File: src/rtl/lsu_memoria_if.sv
// Data-memory port of the load/store unit: level-held request, single-cycle acknowledge.
// The LSU drives it through the master modport; the memory model uses the slave modport.
interface lsu_memoria_if #(
    parameter int unsigned ANCHO_DATOS = 32
);
    logic                       mem_req;
    logic                       mem_we;
    logic [ANCHO_DATOS-1:0]     mem_addr;
    logic [ANCHO_DATOS/8-1:0]   mem_be;
    logic [ANCHO_DATOS-1:0]     mem_wdata;
    logic                       mem_ack;
    logic [ANCHO_DATOS-1:0]     mem_rdata;

    modport master (
        output mem_req, mem_we, mem_addr, mem_be, mem_wdata,
        input  mem_ack, mem_rdata
    );

    modport slave (
        input  mem_req, mem_we, mem_addr, mem_be, mem_wdata,
        output mem_ack, mem_rdata
    );
endinterface

File: src/rtl/lsu_memoria.sv
// Load/store unit: one request/ack memory transaction per accepted START, with byte-lane
// steering, load extension and misalignment detection. Optional ACK timeout via LSU_TIMEOUT_EN.
module lsu_memoria #(
    parameter int unsigned ANCHO_DATOS    = 32,
    parameter int unsigned TIMEOUT_CICLOS = 255
) (
    input  logic                   clk_i,
    input  logic                   rst_i,
    input  logic                   start_i,
    input  logic                   es_store_i,
    input  logic [2:0]             funct3_i,
    input  logic [ANCHO_DATOS-1:0] dir_i,
    input  logic [ANCHO_DATOS-1:0] dato_w_i,
    output logic                   busy_o,
    output logic                   done_o,
    output logic [ANCHO_DATOS-1:0] dato_r_o,
    output logic                   err_alin_o,
    output logic                   err_timeout_o,
    lsu_memoria_if.master          mem
);

    if (ANCHO_DATOS != 32 || TIMEOUT_CICLOS == 0) begin : g_param_chk
        $error("lsu_memoria: only ANCHO_DATOS=32 and TIMEOUT_CICLOS>0 are supported");
    end

    typedef enum logic [1:0] {
        REPOSO,
        ACCESO,
        FIN
    } estado_t;

    estado_t     estado_q, estado_d;
    logic [31:0] dir_q, dir_d;
    logic [31:0] dato_w_q, dato_w_d;
    logic [2:0]  funct3_q, funct3_d;
    logic        store_q, store_d;
    logic [31:0] dato_r_q, dato_r_d;
    logic        err_alin_q, err_alin_d;

`ifdef LSU_TIMEOUT_EN
    localparam int unsigned CNT_W = ($clog2(TIMEOUT_CICLOS + 1) > 8) ?
                                    $clog2(TIMEOUT_CICLOS + 1) : 8;
    logic [CNT_W-1:0] cnt_q, cnt_d;
    logic             err_to_q, err_to_d;
`endif

    logic        acceso_ok;
    logic [31:0] dato_carga;
    logic [7:0]  byte_sel;
    logic [15:0] half_sel;

    // Legality and alignment are judged on the raw inputs so the error path needs no extra cycle.
    always_comb begin
        acceso_ok = 1'b0;
        unique case (funct3_i)
            3'b000:  acceso_ok = 1'b1;
            3'b001:  acceso_ok = ~dir_i[0];
            3'b010:  acceso_ok = (dir_i[1:0] == 2'b00);
            3'b100:  acceso_ok = ~es_store_i;
            3'b101:  acceso_ok = ~es_store_i & ~dir_i[0];
            default: acceso_ok = 1'b0;
        endcase
    end

    always_comb begin
        byte_sel = 8'h00;
        unique case (dir_q[1:0])
            2'b00: byte_sel = mem.mem_rdata[7:0];
            2'b01: byte_sel = mem.mem_rdata[15:8];
            2'b10: byte_sel = mem.mem_rdata[23:16];
            2'b11: byte_sel = mem.mem_rdata[31:24];
        endcase
        half_sel = dir_q[1] ? mem.mem_rdata[31:16] : mem.mem_rdata[15:0];

        dato_carga = mem.mem_rdata;
        unique case (funct3_q)
            3'b000:  dato_carga = {{24{byte_sel[7]}}, byte_sel};
            3'b001:  dato_carga = {{16{half_sel[15]}}, half_sel};
            3'b100:  dato_carga = {24'h000000, byte_sel};
            3'b101:  dato_carga = {16'h0000, half_sel};
            default: dato_carga = mem.mem_rdata;
        endcase
    end

    always_comb begin
        estado_d   = estado_q;
        dir_d      = dir_q;
        dato_w_d   = dato_w_q;
        funct3_d   = funct3_q;
        store_d    = store_q;
        dato_r_d   = dato_r_q;
        err_alin_d = err_alin_q;
`ifdef LSU_TIMEOUT_EN
        cnt_d      = '0;
        err_to_d   = err_to_q;
`endif

        unique case (estado_q)
            REPOSO: begin
                if (start_i) begin
                    dir_d      = dir_i;
                    dato_w_d   = dato_w_i;
                    funct3_d   = funct3_i;
                    store_d    = es_store_i;
                    err_alin_d = ~acceso_ok;
`ifdef LSU_TIMEOUT_EN
                    err_to_d   = 1'b0;
`endif
                    estado_d   = acceso_ok ? ACCESO : FIN;
                end
            end
            ACCESO: begin
                if (mem.mem_ack) begin
                    estado_d = FIN;
                    if (!store_q) begin
                        dato_r_d = dato_carga;
                    end
`ifdef LSU_TIMEOUT_EN
                end else if (cnt_q == CNT_W'(TIMEOUT_CICLOS - 1)) begin
                    // The TIMEOUT_CICLOS-th cycle without ACK ends the access; ACK still wins above.
                    estado_d = FIN;
                    err_to_d = 1'b1;
                end else begin
                    cnt_d = cnt_q + 1'b1;
`endif
                end
            end
            FIN: begin
                estado_d = REPOSO;
            end
            default: begin
                estado_d = REPOSO;
            end
        endcase
    end

    always_ff @(posedge clk_i) begin
        if (rst_i) begin
            estado_q   <= REPOSO;
            dir_q      <= '0;
            dato_w_q   <= '0;
            funct3_q   <= '0;
            store_q    <= 1'b0;
            dato_r_q   <= '0;
            err_alin_q <= 1'b0;
`ifdef LSU_TIMEOUT_EN
            cnt_q      <= '0;
            err_to_q   <= 1'b0;
`endif
        end else begin
            estado_q   <= estado_d;
            dir_q      <= dir_d;
            dato_w_q   <= dato_w_d;
            funct3_q   <= funct3_d;
            store_q    <= store_d;
            dato_r_q   <= dato_r_d;
            err_alin_q <= err_alin_d;
`ifdef LSU_TIMEOUT_EN
            cnt_q      <= cnt_d;
            err_to_q   <= err_to_d;
`endif
        end
    end

    logic en_acceso;
    assign en_acceso = (estado_q == ACCESO);

    // Bus fields are forced to zero outside ACCESO so nothing leaks onto the port while idle.
    always_comb begin
        mem.mem_req   = en_acceso;
        mem.mem_we    = en_acceso & store_q;
        mem.mem_addr  = '0;
        mem.mem_be    = '0;
        mem.mem_wdata = '0;
        if (en_acceso) begin
            mem.mem_addr = {dir_q[31:2], 2'b00};
            unique case (funct3_q[1:0])
                2'b00: begin
                    mem.mem_be    = 4'b0001 << dir_q[1:0];
                    mem.mem_wdata = {4{dato_w_q[7:0]}};
                end
                2'b01: begin
                    mem.mem_be    = dir_q[1] ? 4'b1100 : 4'b0011;
                    mem.mem_wdata = {2{dato_w_q[15:0]}};
                end
                default: begin
                    mem.mem_be    = 4'b1111;
                    mem.mem_wdata = dato_w_q;
                end
            endcase
        end
    end

    assign busy_o     = (estado_q != REPOSO);
    assign done_o     = (estado_q == FIN);
    assign dato_r_o   = dato_r_q;
    assign err_alin_o = err_alin_q;
`ifdef LSU_TIMEOUT_EN
    assign err_timeout_o = err_to_q;
`else
    assign err_timeout_o = 1'b0;
`endif

endmodule

File: src/flat_wrapper.sv
// flat-port wrapper written by rule: the top's interface ports become plain ports
module lsu_memoria_flat 
#(
    parameter int unsigned ANCHO_DATOS    = 32,
    parameter int unsigned TIMEOUT_CICLOS = 255
)
  (clk_i, rst_i, start_i, es_store_i, funct3_i, dir_i, dato_w_i, busy_o, done_o, dato_r_o, err_alin_o, err_timeout_o, mem_mem_req, mem_mem_we, mem_mem_addr, mem_mem_be, mem_mem_wdata, mem_mem_ack, mem_mem_rdata);
  lsu_memoria_if #(.ANCHO_DATOS(ANCHO_DATOS)) mem_i ();
  input  logic clk_i;
  input  logic rst_i;
  input  logic start_i;
  input  logic es_store_i;
  input  logic [2:0] funct3_i;
  input  logic [ANCHO_DATOS-1:0] dir_i;
  input  logic [ANCHO_DATOS-1:0] dato_w_i;
  output logic busy_o;
  output logic done_o;
  output logic [ANCHO_DATOS-1:0] dato_r_o;
  output logic err_alin_o;
  output logic err_timeout_o;
  output wire logic [$bits(mem_i.mem_req)-1:0] mem_mem_req;
  output wire logic [$bits(mem_i.mem_we)-1:0] mem_mem_we;
  output wire logic [$bits(mem_i.mem_addr)-1:0] mem_mem_addr;
  output wire logic [$bits(mem_i.mem_be)-1:0] mem_mem_be;
  output wire logic [$bits(mem_i.mem_wdata)-1:0] mem_mem_wdata;
  input wire logic [$bits(mem_i.mem_ack)-1:0] mem_mem_ack;
  input wire logic [$bits(mem_i.mem_rdata)-1:0] mem_mem_rdata;
  assign mem_mem_req = mem_i.mem_req;
  assign mem_mem_we = mem_i.mem_we;
  assign mem_mem_addr = mem_i.mem_addr;
  assign mem_mem_be = mem_i.mem_be;
  assign mem_mem_wdata = mem_i.mem_wdata;
  assign mem_i.mem_ack = mem_mem_ack;
  assign mem_i.mem_rdata = mem_mem_rdata;
  lsu_memoria #(.ANCHO_DATOS(ANCHO_DATOS), .TIMEOUT_CICLOS(TIMEOUT_CICLOS)) u_core (.clk_i(clk_i), .rst_i(rst_i), .start_i(start_i), .es_store_i(es_store_i), .funct3_i(funct3_i), .dir_i(dir_i), .dato_w_i(dato_w_i), .busy_o(busy_o), .done_o(done_o), .dato_r_o(dato_r_o), .err_alin_o(err_alin_o), .err_timeout_o(err_timeout_o), .mem(mem_i));
endmodule
File: config.mk
export PLATFORM = sky130hd
export DESIGN_NAME = lsu_memoria_flat
export DESIGN_NICKNAME = d
export VERILOG_FILES = /design/src/rtl/lsu_memoria_if.sv /design/src/rtl/lsu_memoria.sv /design/src/flat_wrapper.sv
export SDC_FILE = /design/constraint.sdc
export NUM_CORES = 1
export LEC_CHECK = 0
export BUFFER_PORTS_ARGS = -buffer_cell sky130_fd_sc_hd__buf_2
export CORE_AREA = 2 2 107 109
export DETAILED_ROUTE_END_ITERATION = 10
export DIE_AREA = 0 0 109 111
export PLACE_DENSITY_LB_ADDON = 0.3
export SLEW_MARGIN = 25
export SYNTH_ARGS = -nofsm -noshare
export SYNTH_HDL_FRONTEND = slang
export SYNTH_SLANG_ARGS = --single-unit
File: constraint.sdc
create_clock -name clk_i -period 3.09 [get_ports clk_i]
set_input_delay 0.618 -clock clk_i [delete_from_list [all_inputs] [get_ports clk_i]]
set_output_delay 0.618 -clock clk_i [all_outputs]
set_load 0.01 [all_outputs]
# ---- Word-level counts from Yosys, hierarchy flattened
# Index checks and enable logic that the tools add are counted.
dict set report classes {
  eq_ne 15
  shifts 1
  mux 14
  bitwise 6
  n_reduce_logical 10
}
# cell n
set ops {}
lappend ops {{$pmux W32 S4} 1}
lappend ops {{$mux W32} 2}
lappend ops {{$pmux W32 S2} 1}
lappend ops {{$pmux W8 S4} 1}
lappend ops {{$mux W16} 1}
lappend ops {{$eq A3 B3 Y1 const B} 4}
lappend ops {{$logic_not A2 Y1} 4}
lappend ops {{$mux W4} 2}
lappend ops {{$pmux W4 S2} 1}
lappend ops {{$eq A2 B1 Y1 const B} 3}
lappend ops {{$eq A2 B2 Y1 const B} 3}
lappend ops {{$eq A3 B1 Y1 const B} 2}
lappend ops {{$logic_not A3 Y1} 2}
lappend ops {{$mux W2} 3}
lappend ops {{$pmux W1 S5} 1}
lappend ops {{$ne A2 B2 Y1 const B} 2}
lappend ops {{$not A1 Y1} 4}
lappend ops {{$pmux W2 S2} 1}
lappend ops {{$reduce_and A2 Y1} 2}
lappend ops {{$shl A1 B2 Y4 const A} 1}
lappend ops {{$eq A3 B2 Y1 const B} 1}
lappend ops {{$reduce_and A3 Y1} 1}
lappend ops {{$and A1 B1 Y1} 2}
lappend ops {{$reduce_bool A2 Y1} 1}
dict set report totals {
  regBits 103
  in_bits 104
  output_inout_bits 106
  elab_cells 53
}

# ---- Depth between registers and ports, before layout
dict set report logic_depth {
  depth_word 6
  mapped_depth 7
  mapped_depth_nobuf 4
}

# ---- Least setup slack after synthesis
# OpenSTA, ideal clock, no wires.
dict set report synth_path {
  path_type {reg2out}
  from {register u_core.funct3_q[1]}
  to {output mem_mem_wdata[16]}
  arrival_ns 1.248
  t_required_ns 2.472
  slack_ns 1.224
  path_stages_with_launch 5
  path_buffers 2
  path_cell_list {dfxtp_1 clkbuf_1 buf_1 mux2i_1 nor2_1}
}
dict set report synth_via {
  elab_chain_len 3
  word_cells_on_any_way 4
  classes_between {1 x eq/ne; 2 x mux; 1 x reduce/logical}
}
# element line
set synth_rtl {}
lappend synth_rtl {{from (decl)} lsu_memoria.sv:35} ;# logic [2:0] funct3_q, funct3_d;
lappend synth_rtl {{from (signal assigned)} lsu_memoria.sv:154} ;# funct3_q <= funct3_d;
lappend synth_rtl {{$eq A2 B1 Y1 / $logic_not A2 Y1 (equally long branches)} lsu_memoria.sv:177} ;# unique case (funct3_q[1:0])
lappend synth_rtl {{$pmux W32 S2 *} lsu_memoria.sv:177}
lappend synth_rtl {{$mux W32 *} lsu_memoria.sv:175} ;# if (en_acceso) begin
lappend synth_rtl {{to (decl)} flat_wrapper.sv:25} ;# output wire logic [$bits(mem_i.mem_wdata)-1:0] mem_mem_wdata;
# Every way passes the cells marked *; elsewhere a longest branch is shown, timed or not.

# ---- Worst setup path in the final report
dict set report layout_path {
  from {register u_core.funct3_q[1]}
  to {output mem_mem_wdata[13]}
}
# Same word-level chain as after synthesis.

==> results.tsv <==
stage	metric	value	unit
status	run_status	finished clean	
logic_synthesis	muxShareOfSynthArea	0.0582	
clocking	cts_buffer_depth	2	
global_route	grt-ovfl-total	0	
run	maxCapViolations	0	
global_route	grt_pass1_vias	4779	
logic_synthesis	synth.largest_area_cell	dfxtp_1	
logic_synthesis	synthCells	639	
finish	multi_input_area	2550	sq um
finish	final_nets	920	
critical_path	cp.required	2.47	ns
power	leakagePower	2.77	nW
timing	worst_slew_pin_slew	0.697	ns
finish	final_util	0.561	
timing	fin_crit	2.64	ns
route	num_vias	4978	
timing	skew	0.00796	ns
logic_synthesis	synth_fa_ha_area_frac	0	
critical_path	endpoint_kind	output pin	
route	dr.pass1.iters	5	
floorplanning	die_area	12100	sq um
clocking	cts_tree	done	
logic_synthesis	synth_xor_area_frac	0	
timing	rsz0062_at_grt	false	
route	finalWirelength	14000	um
global_route	grt_antenna_before_repair	1	
logic_synthesis	synth.cell_area	4840	sq um
finish	seqCellArea	2060	sq um
floorplanning	core	11100	sq um
clocking	ctsHoldBuffers	0	
logic_synthesis	yosysTopAreaCellShare	0.426	
route	drt-initial-drc-count	270	
place	place_hpwl	10200	um
finish	num-fill-cells	1048	
logic_synthesis	yosysWarnings	0	
logic_synthesis	synth_edf_count	0	
clocking	cts_num_sinks	103	
critical_path	criticalPathCategory	reg2out	
logic_synthesis	synth_ff_type	dfxtp_1	
critical_path	critPathArrivalTime	2.02	ns
global_route	grt_pass1_wl	22700	um
timing	max_slew_margin	0.535	
logic_synthesis	synth-seq-cells	103	
clocking	path_clk_slew	0.07	ns
timing	period_share	0.853	
floorplanning	pin_count	210	
power	powerDensity	483	nW/um^2
clocking	htree_levels	3	
route	viasPerCell	5.16	
logic_synthesis	synth_cell_types	38	
route	drc	0	
finish	syn2layout_area_growth	28.4	%
global_route	track_usage	0.233	
logic_synthesis	syn-mean-instance-area	7.57	sq um
floorplanning	row_count	39	
logic_synthesis	synth_top_family_by_area	simple AND/OR/NAND/NOR gates	
logic_synthesis	synth_simple_gate_area_share	0.261	
clocking	ctsResizeCount	0	
logic_synthesis	synth_area_leaders	dfxtp_1, nand2_1, a21oi_1	
timing	hold_viol	0	
route	detail-route-antenna-nets	0	
timing	timing.fmax	379	MHz
route	wl_per_cell	14.5	um
logic_synthesis	yosysSeqAreaShare	0.426	
logic_synthesis	async_flop_share	0	
clocking	insertion_delay	0.34	ns
global_route	grt_max_degree	58	
floorplanning	fp.dieW	109	um
floorplanning	die_y	111	um
power	peakVddDrop	246	uV
timing	finalMaxSlewViolations	0	
finish	drive_gt1_frac	0.317	
timing	tns	0	ns
logic_synthesis	synth_compound_area_frac	0.203	
place	portBuffers	206	
timing	finalSetupViolCount	0	
floorplanning	initial_core_util	0.437	
place	gp_congestion	0.888	
critical_path	worst-path-max-fanout	29	
critical_path	critPathLaunchType	register	
worst_hold_path	hold_class	reg2reg	
clocking	cts_setup_buffers	0	
clocking	cts-buffers-inserted	9	
clocking	cts_root_buf	clkbuf_16	
-- per-layer routing --
metal / track usage / routed length, um / vias to the layer above
li1: - / - / 2479
met1: 0.300 / 5920 / 2293
met2: 0.393 / 6860 / 189
met3: 0.0382 / 994 / 17
met4: 0.0778 / 224 / 0
met5: 0 / 0 / -
-- cell type report --
| class | count | area share |
|---|---|---|
| Antenna cell | 1 | 0.000403 |
| Clock buffer | 10 | 0.0385 |
| Clock inverter | 6 | 0.00705 |
| Inverter | 3 | 0.00181 |
| Multi-Input combinational cell | 481 | 0.411 |
| Sequential cell | 103 | 0.332 |
| Tap cell | 143 | 0.0288 |
| Timing Repair Buffer | 218 | 0.181 |
-- cell usage in the layout (no fill, tap or decap), types with 2 or more instances in the layout --
cell / count
clkbuf_16: 9
conb_1: 3
mux2i_1: 18
dfxtp_1: 102
a22oi_1: 8
a211oi_1: 14
inv_1: 2
mux2_2: 9
a211oi_2: 10
clkinv_2: 2
buf_2: 205
nor2b_1: 4
o21ai_0: 8
buf_4: 13
o221ai_1: 7
a21oi_1: 89
nand2b_1: 2
clkinv_4: 2
a22o_1: 7
o22a_1: 2
and2_1: 39
nor2_1: 65
nand2_1: 180
-- report_power, final --
part	total, mW	internal (mW)	switching [mW]
Combinational	0.468	0.193	0.275
Clock	1.07	0.571	0.495
Sequential	1.47	1.40	0.0622
-- critical path, cell delays in order (launching register included) --
cell and delay, ns:
dfxtp_2 0.76, or2_1 0.46, nand2_1 0.09, a21oi_1 0.19
buf_2 0.16
-- path summary, 6_finish.rpt --
kind | from | to | slack [ns] | cells past startpoint
max | u_core.funct3_q[1]$_SDFFE_PP0P_ | mem_mem_wdata[13] | 0.45 | 4
min | u_core.dir_q[7]$_SDFFE_PP0P_ | u_core.dir_q[7]$_SDFFE_PP0P_ | 0.45 | 2
max reg2reg | u_core.funct3_q[1]$_SDFFE_PP0P_ | u_core.dato_r_o[0]$_SDFFE_PP0P_ | 0.96 | 5
min reg2reg | u_core.dir_q[7]$_SDFFE_PP0P_ | u_core.dir_q[7]$_SDFFE_PP0P_ | 0.45 | 2
-- state kept, by name (all words and copies together) (netlist names) --
| signal | flops |
|---|---|
| u_core.dir_q | 32 |
| u_core.dato_r_o | 32 |
| u_core.estado_q | 2 |
| u_core.store_q | 1 |
| u_core.err_alin_o | 1 |
| u_core.dato_w_q | 32 |
| u_core.funct3_q | 3 |
-- metrics by stage --
step                      area (sq um)  power, mW  hold WS, ns  std cells  setup WS [ns]
final                             6210       3.00        0.450        965          0.455
after detailed placement          5930       1.96        0.442        948          0.833
after global routing              6210       3.15        0.473        965          0.315
after floorplan                   4850       1.78        0.432        641           1.22
after global placement            5930       1.95        0.436        948          0.839
after CTS                         6210       3.03        0.451        964          0.454
-- cells in the mapped netlist (all sizes together) (2+ instances only) --
master  count
a211oi     24
a21oi      89
a22o        7
a22oi       8
and2       39
buf        17
clkbuf     37
dfxtp     103
inv         2
mux2        9
mux2i      18
nand2     180
nand2b      3
nor2       66
nor2b       5
o21ai       8
o221ai      7
o22a        2
o31a        2
or2         2
-- kinds of logic after synthesis --
| logic type | count (synthesis) |
|---|---|
| muxes | 27 |
| AOI/OAI and AO/OA | 152 |
| DFF | 103 |
| buffers and inverters | 57 |
| and+or+nand+nor | 299 |
| other | 1 |
No activity file was read; power rests on OpenSTA's default activity.
